<file path="src/rtl/ram_display_scanner_if.sv">
// Debug read port between the display scanner and the CPU data RAM.
// The RAM returns data_in a fixed number of cycles after disp_addr is presented.
interface ram_display_scanner_if;
  // Handshake: disp_en high qualifies disp_addr, which stays stable for the
  // whole window. There is no ready; the RAM must answer within the fixed
  // latency and data_in is only consumed on the capture cycle.
  logic        disp_en;
  logic [4:0]  disp_addr;
  logic [15:0] data_in;

  modport master (output disp_en, output disp_addr, input data_in);
  modport slave  (input disp_en, input disp_addr, output data_in);
endinterface

</file>
<file path="src/rtl/ram_display_scanner.sv">
// Steals short read windows on the RAM debug port and shows the captured
// 16-bit word as hex on a 4-digit multiplexed seven-segment display.
module ram_display_scanner #(
  parameter int DWELL   = 50000000,
  parameter int REFRESH = 100000,
  parameter int RD_LAT  = 1
) (
  input  logic                         clk,
  input  logic                         reset,
  input  logic                         mode_seq,
  input  logic                         hold,
  input  logic [4:0]                   sel_addr,
  output logic [4:0]                   cur_addr,
  output logic [3:0]                   an,
  output logic [6:0]                   seg,
  output logic [1:0]                   dbg_state_o,
  output logic [15:0]                  dbg_word_o,
  ram_display_scanner_if.master        ram
);

  typedef enum logic [1:0] {
    ST_ISSUE   = 2'd0,
    ST_WAIT    = 2'd1,
    ST_CAPTURE = 2'd2,
    ST_DWELL   = 2'd3
  } state_e;

  localparam int DW = (DWELL > 2) ? $clog2(DWELL) : 1;
  localparam int RW = (REFRESH > 1) ? $clog2(REFRESH) : 1;
  // The ISSUE cycle is the last idle cycle, so disp_en stays low for exactly DWELL cycles.
  localparam logic [DW-1:0] DWELL_LAST = DW'(DWELL - 2);
  localparam logic [RW-1:0] REF_LAST   = RW'(REFRESH - 1);
  localparam logic [1:0]    WAIT_LAST  = (RD_LAT > 0) ? 2'(RD_LAT - 1) : 2'd0;

  state_e         state_q;
  logic           en_q;
  logic [4:0]     addr_q;
  logic [4:0]     cur_q;
  logic [15:0]    word_q;
  logic [DW-1:0]  dwell_q;
  logic [1:0]     wait_q;
  logic [4:0]     sel_prev_q;
  logic [RW-1:0]  ref_q;
  logic [1:0]     digit_q;
  logic [3:0]     an_q;
  logic [6:0]     seg_q;

  logic [4:0]     target_d;
  logic           sel_chg_d;
  logic [3:0]     nib_d;
  logic [6:0]     seg_d;

  function automatic logic [6:0] hex7(input logic [3:0] v);
    case (v)
      4'h0: hex7 = 7'b1000000;
      4'h1: hex7 = 7'b1111001;
      4'h2: hex7 = 7'b0100100;
      4'h3: hex7 = 7'b0110000;
      4'h4: hex7 = 7'b0011001;
      4'h5: hex7 = 7'b0010010;
      4'h6: hex7 = 7'b0000010;
      4'h7: hex7 = 7'b1111000;
      4'h8: hex7 = 7'b0000000;
      4'h9: hex7 = 7'b0010000;
      4'hA: hex7 = 7'b0001000;
      4'hB: hex7 = 7'b0000011;
      4'hC: hex7 = 7'b1000110;
      4'hD: hex7 = 7'b0100001;
      4'hE: hex7 = 7'b0000110;
      default: hex7 = 7'b0001110;
    endcase
  endfunction

  always_comb begin
    target_d = sel_addr;
    if (mode_seq) begin
      target_d = hold ? cur_q : cur_q + 5'd1;
    end
    sel_chg_d = (sel_addr != sel_prev_q);
    nib_d     = word_q[{digit_q, 2'b00} +: 4];
    seg_d     = hex7(nib_d);
  end

  always_ff @(posedge clk) begin
    if (reset) begin
      state_q    <= ST_ISSUE;
      en_q       <= 1'b0;
      addr_q     <= 5'd0;
      cur_q      <= 5'd0;
      word_q     <= 16'd0;
      dwell_q    <= '0;
      wait_q     <= 2'd0;
      sel_prev_q <= 5'd0;
    end else begin
      sel_prev_q <= sel_addr;
      case (state_q)
        ST_ISSUE: begin
          en_q    <= 1'b1;
          addr_q  <= target_d;
          wait_q  <= 2'd0;
          state_q <= (RD_LAT == 0) ? ST_CAPTURE : ST_WAIT;
        end
        ST_WAIT: begin
          if (wait_q == WAIT_LAST) begin
            state_q <= ST_CAPTURE;
          end else begin
            wait_q <= wait_q + 2'd1;
          end
        end
        ST_CAPTURE: begin
          word_q  <= ram.data_in;
          cur_q   <= addr_q;
          en_q    <= 1'b0;
          dwell_q <= '0;
          state_q <= ST_DWELL;
        end
        default: begin
          // A manual address change cuts the idle time short for a snappy display.
          if ((!mode_seq && sel_chg_d) || (dwell_q == DWELL_LAST)) begin
            dwell_q <= '0;
            state_q <= ST_ISSUE;
          end else begin
            dwell_q <= dwell_q + DW'(1);
          end
        end
      endcase
    end
  end

  always_ff @(posedge clk) begin
    if (reset) begin
      ref_q   <= '0;
      digit_q <= 2'd0;
      an_q    <= 4'b1111;
      seg_q   <= 7'h7F;
    end else begin
      if (ref_q == REF_LAST) begin
        ref_q   <= '0;
        digit_q <= digit_q + 2'd1;
      end else begin
        ref_q <= ref_q + RW'(1);
      end
      an_q  <= ~(4'b0001 << digit_q);
      seg_q <= seg_d;
    end
  end

  assign ram.disp_en   = en_q;
  assign ram.disp_addr = addr_q;
  assign cur_addr      = cur_q;
  assign an            = an_q;
  assign seg           = seg_q;
  assign dbg_state_o   = state_q;
  assign dbg_word_o    = word_q;

endmodule
</file>
<file path="src/flat_wrapper.sv">
// flat-port wrapper written by rule: the top's interface ports become plain ports
module ram_display_scanner_flat 
#(
  parameter int DWELL   = 50000000,
  parameter int REFRESH = 100000,
  parameter int RD_LAT  = 1
)
  (clk, reset, mode_seq, hold, sel_addr, cur_addr, an, seg, dbg_state_o, dbg_word_o, ram_disp_en, ram_disp_addr, ram_data_in);
  ram_display_scanner_if ram_i ();
  input  logic clk;
  input  logic reset;
  input  logic mode_seq;
  input  logic hold;
  input  logic [4:0] sel_addr;
  output logic [4:0] cur_addr;
  output logic [3:0] an;
  output logic [6:0] seg;
  output logic [1:0] dbg_state_o;
  output logic [15:0] dbg_word_o;
  output wire logic [$bits(ram_i.disp_en)-1:0] ram_disp_en;
  output wire logic [$bits(ram_i.disp_addr)-1:0] ram_disp_addr;
  input wire logic [$bits(ram_i.data_in)-1:0] ram_data_in;
  assign ram_disp_en = ram_i.disp_en;
  assign ram_disp_addr = ram_i.disp_addr;
  assign ram_i.data_in = ram_data_in;
  ram_display_scanner #(.DWELL(DWELL), .REFRESH(REFRESH), .RD_LAT(RD_LAT)) u_core (.clk(clk), .reset(reset), .mode_seq(mode_seq), .hold(hold), .sel_addr(sel_addr), .cur_addr(cur_addr), .an(an), .seg(seg), .dbg_state_o(dbg_state_o), .dbg_word_o(dbg_word_o), .ram(ram_i));
endmodule
</file>
<file path="config.mk">
export PLATFORM = sky130hd
export DESIGN_NAME = ram_display_scanner_flat
export DESIGN_NICKNAME = d
export VERILOG_FILES = /design/src/rtl/ram_display_scanner_if.sv /design/src/rtl/ram_display_scanner.sv /design/src/flat_wrapper.sv
export SDC_FILE = /design/constraint.sdc
export NUM_CORES = 1
export LEC_CHECK = 0
export CAP_MARGIN = 30
export CORE_AREA = 5 5 118 120
export DETAILED_ROUTE_END_ITERATION = 12
export DIE_AREA = 0 0 123 125
export DONT_BUFFER_PORTS = 1
export GPL_ROUTABILITY_DRIVEN = 1
export PLACE_DENSITY = 0.55
export SLEW_MARGIN = 20
export SYNTH_ARGS = -nofsm -noshare
export SYNTH_HDL_FRONTEND = slang
export SYNTH_SLANG_ARGS = --single-unit
</file>
<file path="constraint.sdc">
create_clock -name clk -period 3.03 [get_ports clk]
set_input_delay 0.606 -clock clk [delete_from_list [all_inputs] [get_ports clk]]
set_output_delay 0.606 -clock clk [all_outputs]
set_load 0.02 [all_outputs]
</file>
==> results of run 1 <==
==> per-stage QoR <==
step | area, µm² | utilization, %
finish | 4820 | 37.5
global route | 4820 | 37.5
CTS | 4820 | 37.5
detailed placement | 4530 | 35.2
global placement | 4530 | 35.2
floorplan | 4380 | -
==> routing by layer <==
metal / routed length, µm / global-route usage, % / vias to the layer above
li1: - / - / 1695
met1: 4280 / 16.3 / 1608
met2: 4640 / 20.8 / 62
met3: 541 / 4.38 / 9
met4: 152 / 4.89 / 0
met5: 0 / 0 / -
==> final timing paths <==
| kind | slack, ns | to | cells past startpoint | startpoint |
|---|---|---|---|---|
| max | 0.56 | u_core.dbg_state_o[1]$_SDFFE_PP0P_ | 6 | u_core.dbg_state_o[0]$_SDFFE_PP0P_ |
| max reg2reg | 0.56 | u_core.dbg_state_o[1]$_SDFFE_PP0P_ | 6 | u_core.dbg_state_o[0]$_SDFFE_PP0P_ |
| min | 0.33 | u_core.dwell_q[1]$_SDFFE_PP0P_ | 1 | reset |
| min reg2reg | 0.47 | u_core.wait_q[0]$_SDFFE_PP0P_ | 1 | u_core.wait_q[0]$_SDFFE_PP0P_ |
==> power groups by stage <==
stage	registers [µW]	clock network [µW]	logic [µW]
after floorplan	1550	0	527
after detailed placement	1600	0	634
after global placement	1600	0	618
final	1570	1100	627
after global routing	1590	1200	705
after CTS	1580	1130	636
==> layout by cell type (no fill, tap or decap), drive strengths merged, types with 12 or more instances in the layout <==
cell	synthesis	layout
a21oi	29	29
a31oi	12	12
dfxtp	92	92
ha	18	18
inv	19	24
mux2i	33	33
nand2	31	31
nand2b	12	12
nand3	22	22
nor2	74	74
nor3	13	13
o21ai	16	16
xor2	15	15
==> sequential cells by signal, indices dropped and copies added (netlist names) <==
signal,count
u_core.an,4
u_core.cur_addr,5
u_core.dbg_state_o,2
u_core.dbg_word_o,16
u_core.digit_q,2
u_core.dwell_q,26
u_core.ram.disp_addr,5
u_core.ram.disp_en,1
u_core.ref_q,17
u_core.seg,7
u_core.sel_prev_q,5
u_core.wait_q,2
==> cell families after synthesis <==
logic type / Yosys count
AND/OR/NAND/NOR: 195
adder cells (fa/ha/maj): 18
XOR/XNOR: 25
multiplexers: 39
buffers and inverters: 42
flip-flops: 92
AO/OA/AOI/OAI: 79
==> cell usage after synthesis (2+ instances only) <==
| library cell | n |
|---|---|
| nor4b_1 | 2 |
| and2_1 | 3 |
| nand2_1 | 31 |
| nand2b_1 | 11 |
| o21a_1 | 2 |
| nand4_1 | 8 |
| a221o_1 | 2 |
| a31oi_1 | 12 |
| o22ai_1 | 2 |
| a21oi_1 | 29 |
| o31ai_1 | 4 |
| ha_1 | 18 |
| a41oi_1 | 2 |
| or2_2 | 3 |
| mux4_2 | 5 |
| buf_2 | 3 |
| nor3_1 | 10 |
| mux2i_1 | 33 |
| nor3_2 | 2 |
| dfxtp_1 | 92 |
| inv_1 | 19 |
| or3_1 | 6 |
| o21ai_0 | 16 |
| a211oi_1 | 3 |
| xnor2_1 | 10 |
| nor2b_1 | 7 |
| xor2_1 | 15 |
| and3_1 | 2 |
| clkbuf_1 | 14 |
| nand3_1 | 22 |
| nand4b_1 | 2 |
| buf_1 | 4 |
| nor4_1 | 2 |
| nor2_1 | 74 |
==> critical path, cell delays in order (launching register included) <==
cell and delay [ns]:
dfxtp_1 0.49, inv_1 0.13, ha_1 0.38, or2_2 0.42
o41ai_1 0.63, mux2i_1 0.26, nor2_1 0.05
==> area by class of cell <==
type / instances / area [µm²]
fill: 1302 / 8050
clock inverter: 7 / 63.8
clock buffer: 9 / 225
multi-input combinational: 356 / 2360
inverter: 19 / 71.3
tap: 176 / 220
sequential: 92 / 1840
timing repair buffer: 5 / 37.5
==> out/qor.yml, run 1 <==
row_count: 42
ys_types: 54
p_switching_uw: 1130
ir_drop_mv: 0.342
gp_congestion: 0.758
nNetsFinal: 526
cts-buffers-inserted: 9
p_leak_uw: 0.00170
clk_latency_ns: 0.35
power.share.combinational_pct: 19.0
core_area_mm2: 0.0129
hold_ws_ns: 0.329
synth-simple-area-share_pct: 22.5
cts_resized: 0
start_util_pct: 34.0
cts_num_sinks: 92
clkPwrFrac_pct: 33.5
fmax_mhz: 405
sw_frac_of_total_pct: 34.2
grt_setup_unrepaired: "false"
critPathLaunchType: "flop"
dieArea_mm2: 0.0154
grt_usage_pct: 13.0
cts_hold_buf: 0
slew_violations: 0
cts_buffer_depth: 2
grt_remaining_overflow: 0
hold_viol: 0
root_buffer: "clkbuf_16"
synth_fa_ha_area_share_pct: 5.14
cts_tree: "yes"
slew_headroom_pct: 51.3
chipHeight_um: 125
ys_seq_area_share_pct: 42.1
status: "completed"
fin_crit_ns: 2.47
viasPerCell: 5.08
worst_pin_slew_ns: 0.721
wl_um: 9610
tns_ns: 0
synthMuxAreaShare_pct: 10.4
ys_warn_count: 0
first_iter_violations: 277
synth_top_area_share_pct: 42.1
die_w_um: 123
p_int_uw: 2170
num_vias: 3374
antenna-diode-count: 0
grt_max_degree: 60
htreeDepth: 3
ys.flop_type: "dfxtp_1"
antenna_found_initial: 0
synth_compound_area_share_pct: 10.9
p_total_uw: 3300
cp-end-kind: "flop"
path_class: "reg -> reg"
timing.final.ws_setup_ns: 0.559
first_pass_iters: 4
synthArstFlopShare_pct: 0
final_cell_count_no_fill: 664
worstPathRequired_ns: 3.27
drc: 0
setup_viol: 0
ant_nets: 0
post_cts_buffers: 0
clkSlewWorstSetupHoldPaths_ns: 0.07
final_layout_size_suffix_gt1_share_pct: 7.99
finalClockSkew_ns: 0.00556
hpwl_um: 6930
hold_class: "in -> reg"
period_share_pct: 81.6
ys_ff_latch: 92
wl_per_cell_um: 14.5
drv_cap: 0
grt_pass1_wl_um: 16200
synth_area_mm2: 0.00438
grt_pass1_vias: 3241
synth_nets: 533
area_growth_pct: 10.1
dp_slack_ns: 0.525
post_synth_xor_area_fraction_pct: 5.00
synth_top_family_by_area: "simple AND/OR/NAND/NOR gates"
syn_avg_cell_area_um2: 8.93
yosys-top-cells-area: "dfxtp_1 (42%), mux2i_1 (7.5%), nor2_1 (6.3%), ha_1 (5.1%), a21oi_1 (3.3%)"
synth_area_leader_cell: "dfxtp_1"
arrival_ns: 2.71
powerDensity_mw_per_mm2: 685
postSynthCellCount: 490
port-buffer-count: 0
io_pins: 65
synth_edf_count: 0
critPathMaxFanout: 11
dp.cells: 648
seqPwrFrac_pct: 47.6
Note: power is estimated with default switching activity, not from simulation.
==> inputs of run 2 (changes only) <==
--- a/config.mk
+++ b/config.mk
@@ -11,7 +11,7 @@
 export DIE_AREA = 0 0 123 125
 export DONT_BUFFER_PORTS = 1
 export GPL_ROUTABILITY_DRIVEN = 1
-export PLACE_DENSITY = 0.55
+export PLACE_DENSITY = 0.56
 export SLEW_MARGIN = 20
 export SYNTH_ARGS = -nofsm -noshare
 export SYNTH_HDL_FRONTEND = slang
==> constraint.sdc (replaced) <==
create_clock -name clk -period 2.1 [get_ports clk]
set_input_delay 0.42 -clock clk [delete_from_list [all_inputs] [get_ports clk]]
set_output_delay 0.42 -clock clk [all_outputs]
set_load 0.02 [all_outputs]
==> run 2 against run 1 <==
Against the previous run:
- combinational power up 110%
- non-clock buffer count is 49 higher
- global-route usage grew 0.32 points
- first-iteration DRC count shrank 40%
- sequential power up 38%
- worst hold slack lost 0.19 ns
- cell count grew 7.4%
- count of clock-buffer cells in the layout did not move
- clock power up 53%
- largest cell class unchanged
==> out/qor.yml, run 2 (synthesis gave the netlist of run 1 again) <==
start_util_pct: 34.0  # unchanged
worstPathRequired_ns: 2.34  # was 3.27 ns
clk_latency_ns: 0.35  # about the same
antenna-diode-count: 0  # unchanged
antenna_found_initial: 0  # unchanged
cts-buffers-inserted: 9  # unchanged
cp-end-kind: "flop"  # unchanged
cts_tree: "yes"  # unchanged
worst_pin_slew_ns: 0.561  # was 0.721 ns
clkSlewWorstSetupHoldPaths_ns: 0.07  # about the same
cts_buffer_depth: 2  # unchanged
critPathMaxFanout: 6  # was 11
gp_congestion: 0.780  # was 0.758
final_cell_mix: "dfxtp_1 (82), nor2_1 (71), buf_4 (51)"  # was dfxtp_1 (92), nor2_1 (74), mux2i_1 (33)
port-buffer-count: 0  # unchanged
largest_register_ffs: 26  # unchanged
final_cell_count_no_fill: 713  # was 664
finalClockSkew_ns: 0.00557  # was 0.00556 ns
path_buf_inv: 2  # was 1
chipHeight_um: 125  # unchanged
cts_num_sinks: 92  # unchanged
hold_ws_ns: 0.138  # was 0.329 ns
root_buffer: "clkbuf_16"  # unchanged
seqPwrFrac_pct: 42.2  # was 47.6%
power.share.combinational_pct: 25.2  # was 19.0%
num_vias: 3507  # was 3374
core_area_mm2: 0.0129  # unchanged
grt_usage_pct: 13.4  # was 13.0%
hpwl_um: 7290  # was 6930 µm
wl_per_cell_um: 14.5  # about the same
fin_util_pct: 41.8  # was 37.5%
htreeDepth: 3  # unchanged
fmax_mhz: 483  # was 405 MHz
drc: 0  # unchanged
sw_frac_of_total_pct: 33.0  # was 34.2%
tns_ns: 0  # unchanged
grt_pass1_vias: 3350  # was 3241
status: "completed"  # unchanged
timing.final.ws_setup_ns: 0.0290  # was 0.559 ns
dp.cells: 689  # was 648
dieArea_mm2: 0.0154  # unchanged
grt_remaining_overflow: 0  # unchanged
critPathLaunchType: "flop"  # unchanged
setup_viol: 0  # unchanged
slew_headroom_pct: 62.3  # was 51.3%
top_register: "u_core.dwell_q"  # unchanged
p_switching_uw: 1690  # was 1130 µW
io_pins: 65  # unchanged
slew_violations: 0  # unchanged
first_pass_iters: 5  # was 4
nNetsFinal: 575  # was 526
arrival_ns: 2.31  # was 2.71 ns
critical_path.top_delay_family: "multiplexers"  # was compound AO/OA/AOI/OAI gates
dp_slack_ns: -0.0920  # was 0.525 ns
crit_chain: "mux4_2, inv_2, ha_4, inv_2, mux4_2, or2_4"  # was inv_1, ha_1, or2_2, o41ai_1, mux2i_1, nor2_1
grt_setup_unrepaired: "true"  # was false
first_iter_violations: 167  # was 277
grt_max_degree: 60  # unchanged
final_layout_size_suffix_gt1_share_pct: 22.3  # was 7.99%
drv_cap: 0  # unchanged
hold_viol: 0  # unchanged
clkPwrFrac_pct: 32.6  # was 33.5%
cp_slowest_cell: "mux4_2"  # was o41ai_1
max_stage_delay_ns: 0.61  # was 0.63 ns
wl_um: 10300  # was 9610 µm
p_leak_uw: 0.00200  # was 0.00170 µW
powerDensity_mw_per_mm2: 956  # was 685 mW/mm²
p_int_uw: 3450  # was 2170 µW
ant_nets: 0  # unchanged
period_share_pct: 98.6  # was 81.6%
hold_class: "in -> reg"  # unchanged
viasPerCell: 4.92  # was 5.08
layout_commonest_cell: "dfxtp_1"  # unchanged
fin_crit_ns: 2.07  # was 2.47 ns
die_w_um: 123  # unchanged
path_class: "reg -> reg"  # unchanged
ir_drop_mv: 0.478  # was 0.342 mV
row_count: 42  # unchanged
grt_pass1_wl_um: 16500  # was 16200 µm
area_growth_pct: 22.8  # was 10.1%
-- run 2: stage by stage --
step / instance area [µm²] / power (µW)
floorplan: 4400 / 3010
global placement: 4850 / 3380
detailed placement: 4850 / 3400
CTS: 5180 / 5100
global route: 5380 / 5420
finish: 5380 / 5140
-- run 2: worst reg2reg max path: stages, from the launching register on --
cell	delay, ns
dfxtp_4	0.37
mux4_2	0.61
inv_2	0.14
ha_4	0.13
inv_2	0.03
mux4_2	0.45
or2_4	0.23
-- run 2: timing repair --
item	CTS	global route
pin swaps	1	9
hold buffers	0	0
buffers inserted	3	5
resized for setup	0	43
setup endpoints to repair	3	23
-- run 2: path summary, 6_finish.rpt --
| kind | start | to | slack, ns | cells after the start |
|---|---|---|---|---|
| max reg2reg | u_core.digit_q[0]$_SDFFE_PP0N_ | u_core.seg[3]$_SDFF_PP1_ | 0.03 | 6 |
| min | reset | u_core.dwell_q[1]$_SDFFE_PP0P_ | 0.14 | 1 |
| min reg2reg | u_core.ref_q[0]$_SDFF_PP0_ | u_core.ref_q[0]$_SDFF_PP0_ | 0.46 | 1 |
| max | u_core.digit_q[0]$_SDFFE_PP0N_ | u_core.seg[3]$_SDFF_PP1_ | 0.03 | 6 |
-- run 2: layout make-up --
type	count	area, µm²
clock buffers	9	225
clock inverters	7	78.8
flip-flops and latches	92	1860
fillers	1271	7500
multi-input cells	356	2500
well taps	176	220
inverters	19	73.8
repair buffers	54	417
-- run 2: per-layer routing --
metal  global-route usage (%)  vias to the layer above  share of wire, %
li1                         -                     1797                 -
met1                     17.6                     1644                46
met2                     21.2                       62                48
met3                     4.16                        4               5.2
met4                     3.71                        0              0.72
met5                        0                        -                 0
-- run 2: power groups by stage --
stage          clock network [µW]  logic (µW)  registers (µW)
5_1_grt                      1810        1420            2190
2_1_floorplan                   0         771            2240
6_report                     1680        1300            2170
3_3_place_gp                    0        1160            2210
4_1_cts                      1710        1210            2180
3_5_place_dp                    0        1190            2210
